$ cat config.mk
export PLATFORM = sky130hd
export DESIGN_NAME = riscv_test_monitor
export DESIGN_NICKNAME = d
export VERILOG_FILES = /design/src/rtl/riscv_test_monitor_pkg.sv /design/src/rtl/riscv_test_monitor_ch.sv /design/src/rtl/riscv_test_monitor.sv
export SDC_FILE = /design/constraint.sdc
export NUM_CORES = 1
export LEC_CHECK = 0
export BUFFER_PORTS_ARGS = -buffer_cell sky130_fd_sc_hd__buf_4
export CAP_MARGIN = 25
export CORE_ASPECT_RATIO = 0.75
export CORE_UTILIZATION = 55
export CTS_BUF_LIST = sky130_fd_sc_hd__clkbuf_4 sky130_fd_sc_hd__clkbuf_8 sky130_fd_sc_hd__clkbuf_16
export DETAILED_ROUTE_END_ITERATION = 12
export PLACE_DENSITY = 0.85
export REMOVE_ABC_BUFFERS = 1
export SETUP_SLACK_MARGIN = 0.5
export SLEW_MARGIN = 20
export SYNTH_ARGS = -nofsm -noshare
export SYNTH_HDL_FRONTEND = slang
export SYNTH_SLANG_ARGS = --single-unit
$ cat constraint.sdc
create_clock -name clk -period 5.1 [get_ports clk]
set_input_delay 1.275 -clock clk [delete_from_list [all_inputs] [get_ports clk]]
set_output_delay 1.275 -clock clk [all_outputs]
set_load 0.03 [all_outputs]
$ cat src/rtl/riscv_test_monitor_pkg.sv
// riscv_test_pkg: shared status/state encodings and default magic words for the test monitor
package riscv_test_pkg;

    typedef enum logic [1:0] {ST_NONE, ST_PASS, ST_FAIL, ST_UNKNOWN} tst_status_e;

    typedef enum logic [1:0] {TM_IDLE, TM_RUN, TM_HALTED, TM_TIMEOUT} tm_state_e;

    localparam logic [31:0] HALT_INST_C  = 32'hdead10cc;
    localparam logic [31:0] PASS_MAGIC_C = 32'h00c0ffee;
    localparam logic [31:0] FAIL_MAGIC_C = 32'hdeaddead;

endpackage

$ cat src/rtl/riscv_test_monitor_ch.sv
// riscv_test_monitor_ch: per-hart end-of-test FSM, a0 classifier and cycle latch
module riscv_test_monitor_ch
    import riscv_test_pkg::*;
#(
    parameter int               XLEN       = 32,
    parameter int               CNT_W      = 32,
    parameter logic [CNT_W-1:0] MAX_CNT    = CNT_W'(10000),
    parameter logic [XLEN-1:0]  HALT_INST  = XLEN'(HALT_INST_C),
    parameter logic [XLEN-1:0]  PASS_MAGIC = XLEN'(PASS_MAGIC_C),
    parameter logic [XLEN-1:0]  FAIL_MAGIC = XLEN'(FAIL_MAGIC_C)
) (
    input  logic             clk,
    input  logic             rst,
    input  logic             start,
    input  logic             inst_vld,
    input  logic [XLEN-1:0]  inst,
    input  logic [XLEN-1:0]  a0,
    input  logic [CNT_W-1:0] cnt,
    output logic             run,
    output logic             done,
    output logic [1:0]       status,
    output logic             timeout,
    output logic [CNT_W-1:0] cycles
);

    tm_state_e   state;
    tst_status_e st;
    tst_status_e cls;
    logic        halt;

    assign run    = state == TM_RUN;
    assign halt   = run && inst_vld && inst == HALT_INST;
    assign cls    = a0 == PASS_MAGIC ? ST_PASS : a0 == FAIL_MAGIC ? ST_FAIL : ST_UNKNOWN;
    assign status = st;

    // start outranks a coincident halt; halt outranks a coincident timeout
    always_ff @(posedge clk or posedge rst) begin
        if (rst) begin
            state   <= TM_IDLE;
            done    <= 1'b0;
            st      <= ST_NONE;
            timeout <= 1'b0;
            cycles  <= '0;
        end else if (start) begin
            state   <= TM_RUN;
            done    <= 1'b0;
            st      <= ST_NONE;
            timeout <= 1'b0;
            cycles  <= '0;
        end else if (halt) begin
            state   <= TM_HALTED;
            done    <= 1'b1;
            st      <= cls;
            cycles  <= cnt;
        end else if (run && cnt == MAX_CNT) begin
            state   <= TM_TIMEOUT;
            done    <= 1'b1;
            timeout <= 1'b1;
            cycles  <= MAX_CNT;
        end
    end

endmodule

$ cat src/rtl/riscv_test_monitor.sv
// riscv_test_monitor: multi-hart riscv-tests end-of-test monitor with shared saturating cycle counter
module riscv_test_monitor
    import riscv_test_pkg::*;
#(
    parameter int              NUM_CH     = 1,
    parameter int              XLEN       = 32,
    parameter int              CNT_W      = 32,
    parameter int              MAX_CYCLES = 10000,
    parameter logic [XLEN-1:0] HALT_INST  = XLEN'(HALT_INST_C),
    parameter logic [XLEN-1:0] PASS_MAGIC = XLEN'(PASS_MAGIC_C),
    parameter logic [XLEN-1:0] FAIL_MAGIC = XLEN'(FAIL_MAGIC_C)
) (
    input  logic                    clk,
    input  logic                    rst,
    input  logic                    start_i,
    input  logic [NUM_CH-1:0]       inst_vld_i,
    input  logic [NUM_CH*XLEN-1:0]  inst_i,
    input  logic [NUM_CH*XLEN-1:0]  a0_i,
    output logic [NUM_CH-1:0]       done_o,
    output logic [NUM_CH*2-1:0]     status_o,
    output logic [NUM_CH-1:0]       timeout_o,
    output logic [NUM_CH*CNT_W-1:0] cycles_o,
    output logic                    all_done_o,
    output logic                    all_pass_o
);

    localparam logic [CNT_W-1:0] MAX_C = CNT_W'(MAX_CYCLES);

    logic [CNT_W-1:0]  cnt;
    logic [NUM_CH-1:0] run;
    logic [NUM_CH-1:0] pass;

    // counts only while some hart is still running and sticks at the timeout value
    always_ff @(posedge clk or posedge rst) begin
        if (rst)
            cnt <= '0;
        else if (start_i)
            cnt <= '0;
        else if (|run && cnt != MAX_C)
            cnt <= cnt + CNT_W'(1);
    end

    for (genvar i = 0; i < NUM_CH; i++) begin : g_ch
        riscv_test_monitor_ch #(
            .XLEN       (XLEN),
            .CNT_W      (CNT_W),
            .MAX_CNT    (MAX_C),
            .HALT_INST  (HALT_INST),
            .PASS_MAGIC (PASS_MAGIC),
            .FAIL_MAGIC (FAIL_MAGIC)
        ) u_ch (
            .clk      (clk),
            .rst      (rst),
            .start    (start_i),
            .inst_vld (inst_vld_i[i]),
            .inst     (inst_i[i*XLEN +: XLEN]),
            .a0       (a0_i[i*XLEN +: XLEN]),
            .cnt      (cnt),
            .run      (run[i]),
            .done     (done_o[i]),
            .status   (status_o[i*2 +: 2]),
            .timeout  (timeout_o[i]),
            .cycles   (cycles_o[i*CNT_W +: CNT_W])
        );
        assign pass[i] = status_o[i*2 +: 2] == ST_PASS;
    end

    assign all_done_o = &done_o;
    assign all_pass_o = all_done_o && &pass;

endmodule

==> results.txt <==
The flow ran to the end, and the final reports show no timing, DRC or antenna violations. The synthesized netlist cell count came out at 314. In the detailed route, the total length drawn on met3 is 443 um. Dividing the detail-routed via count by the number of cells gives 6.07.

The share of the synthesized area in the top cell type came out at 49.6%. The switching component of the power is 241 uW. The signal on the critical path passes through buf_4 > nor4bb_1 > nand4_1 > nor4_1 > and2_1 > buf_4 > a22o_1.

The H-tree generated during clock tree synthesis spans 3 levels. The number of placement rows came out at 24. STA classifies the critical path startpoint as an input pin. The placeable core area is 5950 um^2. Cells fill 75.6% of the core in the end. The cell depth of the worst min-delay path is 1. The clock network fraction of design power came out at 42.8%. The count of distinct cell types in the synthesized netlist is 52. Detailed placement ended at an HPWL of 6.38 mm.

The TritonCTS buffer count is 9. Yosys instantiated no cell more often than sky130_fd_sc_hd__dfrtp_1. The worst setup skew after layout came out at 6.77 ps. Setup repair after global routing left no endpoint under its margin.

The critical path starts at inst_i[0]. The largest single stage delay on the critical path is 490 ps. The area of the die came out at 6650 um^2. The repair_antennas step left the layout with diodes totalling 0. Clock-pin slew was measured on the worst setup and hold paths at 70 ps. The layout overhead on the synthesized area came out at 29.2%. The internal reg-to-reg setup slack came out at 2630 ps. Power spread over the standard cell area amounts to 245 nW/um^2.

The cell area after synthesis is 3480 um^2. Subtracting the final worst setup slack from the clock period gives 2940 ps. The global-route usage over all layers came out at 29.6%.

The wire length after detailed routing is 9.01 mm. The antenna violation net count after detailed routing came out at 0. The power share of the combinational group came out at 7.1%.

The first global-routing pass estimated 15.0 mm of wire. The number of buffers between clock root and the deepest sink came out at 2. Sorting the synthesized cells by area gives the leading types as sky130_fd_sc_hd__dfrtp_1 (50%), sky130_fd_sc_hd__a22o_1 (7.5%), sky130_fd_sc_hd__nor2_1 (3.9%), sky130_fd_sc_hd__xor2_1 (3.8%), sky130_fd_sc_hd__nand4_1 (2.5%).

The Yosys step of the flow raised 0 warnings. The remaining global-route overflow came out at 0. The net count of the finished layout is 488. The number of buffers added for setup after CTS is 0. The tool flagged a number of max-cap violations equal to 0. Internal power comes to 862 uW. STA classifies the critical path endpoint as a flop. Clock latency on the worst-skew pair, taken at its later pin, is 340 ps. Counting every sink on the clock net gives 69.

Summed over all instances, the cell type with the most area after synthesis is sky130_fd_sc_hd__dfrtp_1. The synthesized design contains 69 register bits. After detailed routing, the average wire length per cell comes to 18.0 um.

By startpoint and endpoint, the worst setup path is classified as in -> reg. The met1 wire length came out at 4.02 mm. The final weighted congestion in routability-driven placement came out at 0.846. The maximum number of pins on one net before global-route repair came out at 41.

After detailed routing, the number of remaining DRC violations is 0. The starting density of the core is 58.5%. In this run the static leakage power is 0.00215 uW. The worst reg2reg path depth came out at 7. The share of layout cells above drive strength 1 is 32.9%. The final count of hold timing violations came out at 0.

Gates resized during post-CTS repair numbered 0. The startpoint of the most critical register-to-register path is cnt[0]$_DFFE_PP0P_. The number of flops mapped to enable cells by yosys is 0. The count of final max-slew check failures is 0. In this run the worst hold path is classified as reg -> reg. The die is 93.9 um wide. Of all nets on the critical path, the largest fanout is 35. The total negative slack is 0 ps. The amount of wire on met2 after detailed routing is 4.35 mm. In the synthesized netlist the dominant register cell turns out to be sky130_fd_sc_hd__dfrtp_1. The fraction of registers with async set or reset after synthesis came out at 100%. The total of fill cells in the finished design came out at 404. Headroom to the max-slew limit came out at 52.2%. The part of the Yosys area used for sequential elements is 49.6%.

The y dimension of the die is 70.9 um. The synthesized area divided by synthesized cell count is 11.1 um^2. The maximum clock frequency came out at 0.340 GHz. For this design, the slowest cell found on the critical path is sky130_fd_sc_hd__nor4_1. The number of global-route vias before repair came out at 3032.

Hold repair after CTS inserted 0 buffers. The endpoint of the lowest-slack register-to-register path is g_ch[0].u_ch.cycles[26]$_DFFE_PP0P_. The number of endpoints failing setup at the final stage is 0. Per report_power, the sequential group accounts for 50.1% of the total. Data on the critical path is required at its endpoint by 5380 ps. In this run the top signal layer used is met4. The TritonCTS clock tree is done. The number of antenna violations at the first check in global routing is 0. The number of ports placed on the die boundary is 106. At the pin with the least slew margin, the transition time is 715 ps.

After synthesis, the most frequently instantiated cells are sky130_fd_sc_hd__dfrtp_1 (69), sky130_fd_sc_hd__nor2_1 (36), sky130_fd_sc_hd__a22o_1 (30). Across all layers, the routed design uses 3041 vias. The termination of the worst setup path is g_ch[0].u_ch.cycles[26]$_DFFE_PP0P_.

The violation count after the first detailed-route iteration came out at 259. The cell with the most instances on the worst path is sky130_fd_sc_hd__buf_4. The worst ir drop on vdd is 0.183 mV. The switching part of the total power came out at 21.8%.

Input and output buffers added on the ports amount to 105. The count of TritonRoute iterations in the first routing pass is 5. Of the available clock period, the critical path in the final layout requires 57.7%. In this run the clock root is driven by a sky130_fd_sc_hd__clkbuf_8. The data arrival at the endpoint of the critical path came out at 3220 ps.
[metal layers]
metal  track usage [%]  vias up
li1                  -     1400
met5                 0        -
met2              46.6      111
met1              40.2     1507
met4              10.9        0
met3              7.10       23
[registers in the layout, summed over array words and instances (netlist names)]
name,cells
g_ch.u_ch.timeout,1
cnt,32
g_ch.u_ch.status,2
g_ch.u_ch.state,1
g_ch.u_ch.done,1
g_ch.u_ch.cycles,32
[logic make-up after synthesis]
family	synth area share [%]
simple gates	25.7
flops	49.6
compound gates	14.2
buf+inv	3.74
xor+xnor	4.53
mux	1.58
fa+ha+maj	0.719
[critical path, delay by kind of cell]
kind	cells	cell delay (ps)
buffers and inverters	2	450
AO/OA/AOI/OAI	1	230
AND/OR/NAND/NOR	4	1240
[worst min-delay path by stage]
stage	from	endpoint
finish	g_ch[0].u_ch.cycles[15]$_DFFE_PP0P_	g_ch[0].u_ch.cycles[15]$_DFFE_PP0P_
CTS	g_ch[0].u_ch.cycles[22]$_DFFE_PP0P_	g_ch[0].u_ch.cycles[22]$_DFFE_PP0P_
floorplan	g_ch[0].u_ch.state[0]$_DFFE_PP0P_	g_ch[0].u_ch.state[0]$_DFFE_PP0P_
detailed placement	g_ch[0].u_ch.cycles[30]$_DFFE_PP0P_	g_ch[0].u_ch.cycles[30]$_DFFE_PP0P_
global placement	g_ch[0].u_ch.cycles[28]$_DFFE_PP0P_	g_ch[0].u_ch.cycles[28]$_DFFE_PP0P_
global route	g_ch[0].u_ch.cycles[0]$_DFFE_PP0P_	g_ch[0].u_ch.cycles[0]$_DFFE_PP0P_
[area by class of cell]
cell class | instances | area [um^2] | area share (%)
well taps | 78 | 97.6 | 2.17
multi-input cells | 223 | 1620 | 36.1
clock buffers | 13 | 173 | 3.84
clock inverters | 3 | 42.5 | 0.946
flip-flops and latches | 69 | 1730 | 38.4
inverters | 8 | 30.0 | 0.668
repair buffers | 107 | 803 | 17.9
[metrics by stage]
| step | total power [uW] | std cells | hold WS, ps | instance area, um^2 | setup WS (ps) |
|---|---|---|---|---|---|
| 2_1_floorplan | 588 | 300 | 480 | 3380 | 1910 |
| 3_3_place_gp | 639 | 485 | 485 | 4280 | 1930 |
| 3_5_place_dp | 642 | 485 | 483 | 4280 | 1820 |
| 4_1_cts | 1100 | 501 | 506 | 4500 | 2170 |
| 5_1_grt | 1140 | 501 | 522 | 4500 | 2040 |
| 6_report | 1100 | 501 | 502 | 4500 | 2160 |
[power by group through the flow]
stage	combinational [uW]	clock, uW	sequential, uW
after global placement	75.8	0	563
after global routing	86.4	497	553
final	78.7	472	552
after floorplan	26.2	0	562
after detailed placement	79.1	0	563
after CTS	79.1	472	553
[cells in the final DEF (no fill, tap or decap), drive strengths merged]
cell type  instances
a22o              30
and2b              1
dfrtp             69
or3                4
nor4b              6
nor4bb             3
nand2b             2
or4                5
and4b              2
and3               4
nor3               7
o2bb2ai            5
clkinv             1
o31ai              3
nand2              9
xnor2              3
inv                8
a21oi              7
ha                 2
o21ai              6
nand4             16
mux2i              1
and2               3
clkinvlp           1
clkbuf            13
and4               6
nor4              10
xor2              15
nand4b             5
o41ai              1
or4b               1
nand3             14
mux2               4
o211ai             4
bufinv             1
buf              107
o2111ai            3
nor2b              4
nor2              37
Note: power is estimated with default switching activity, not from simulation.
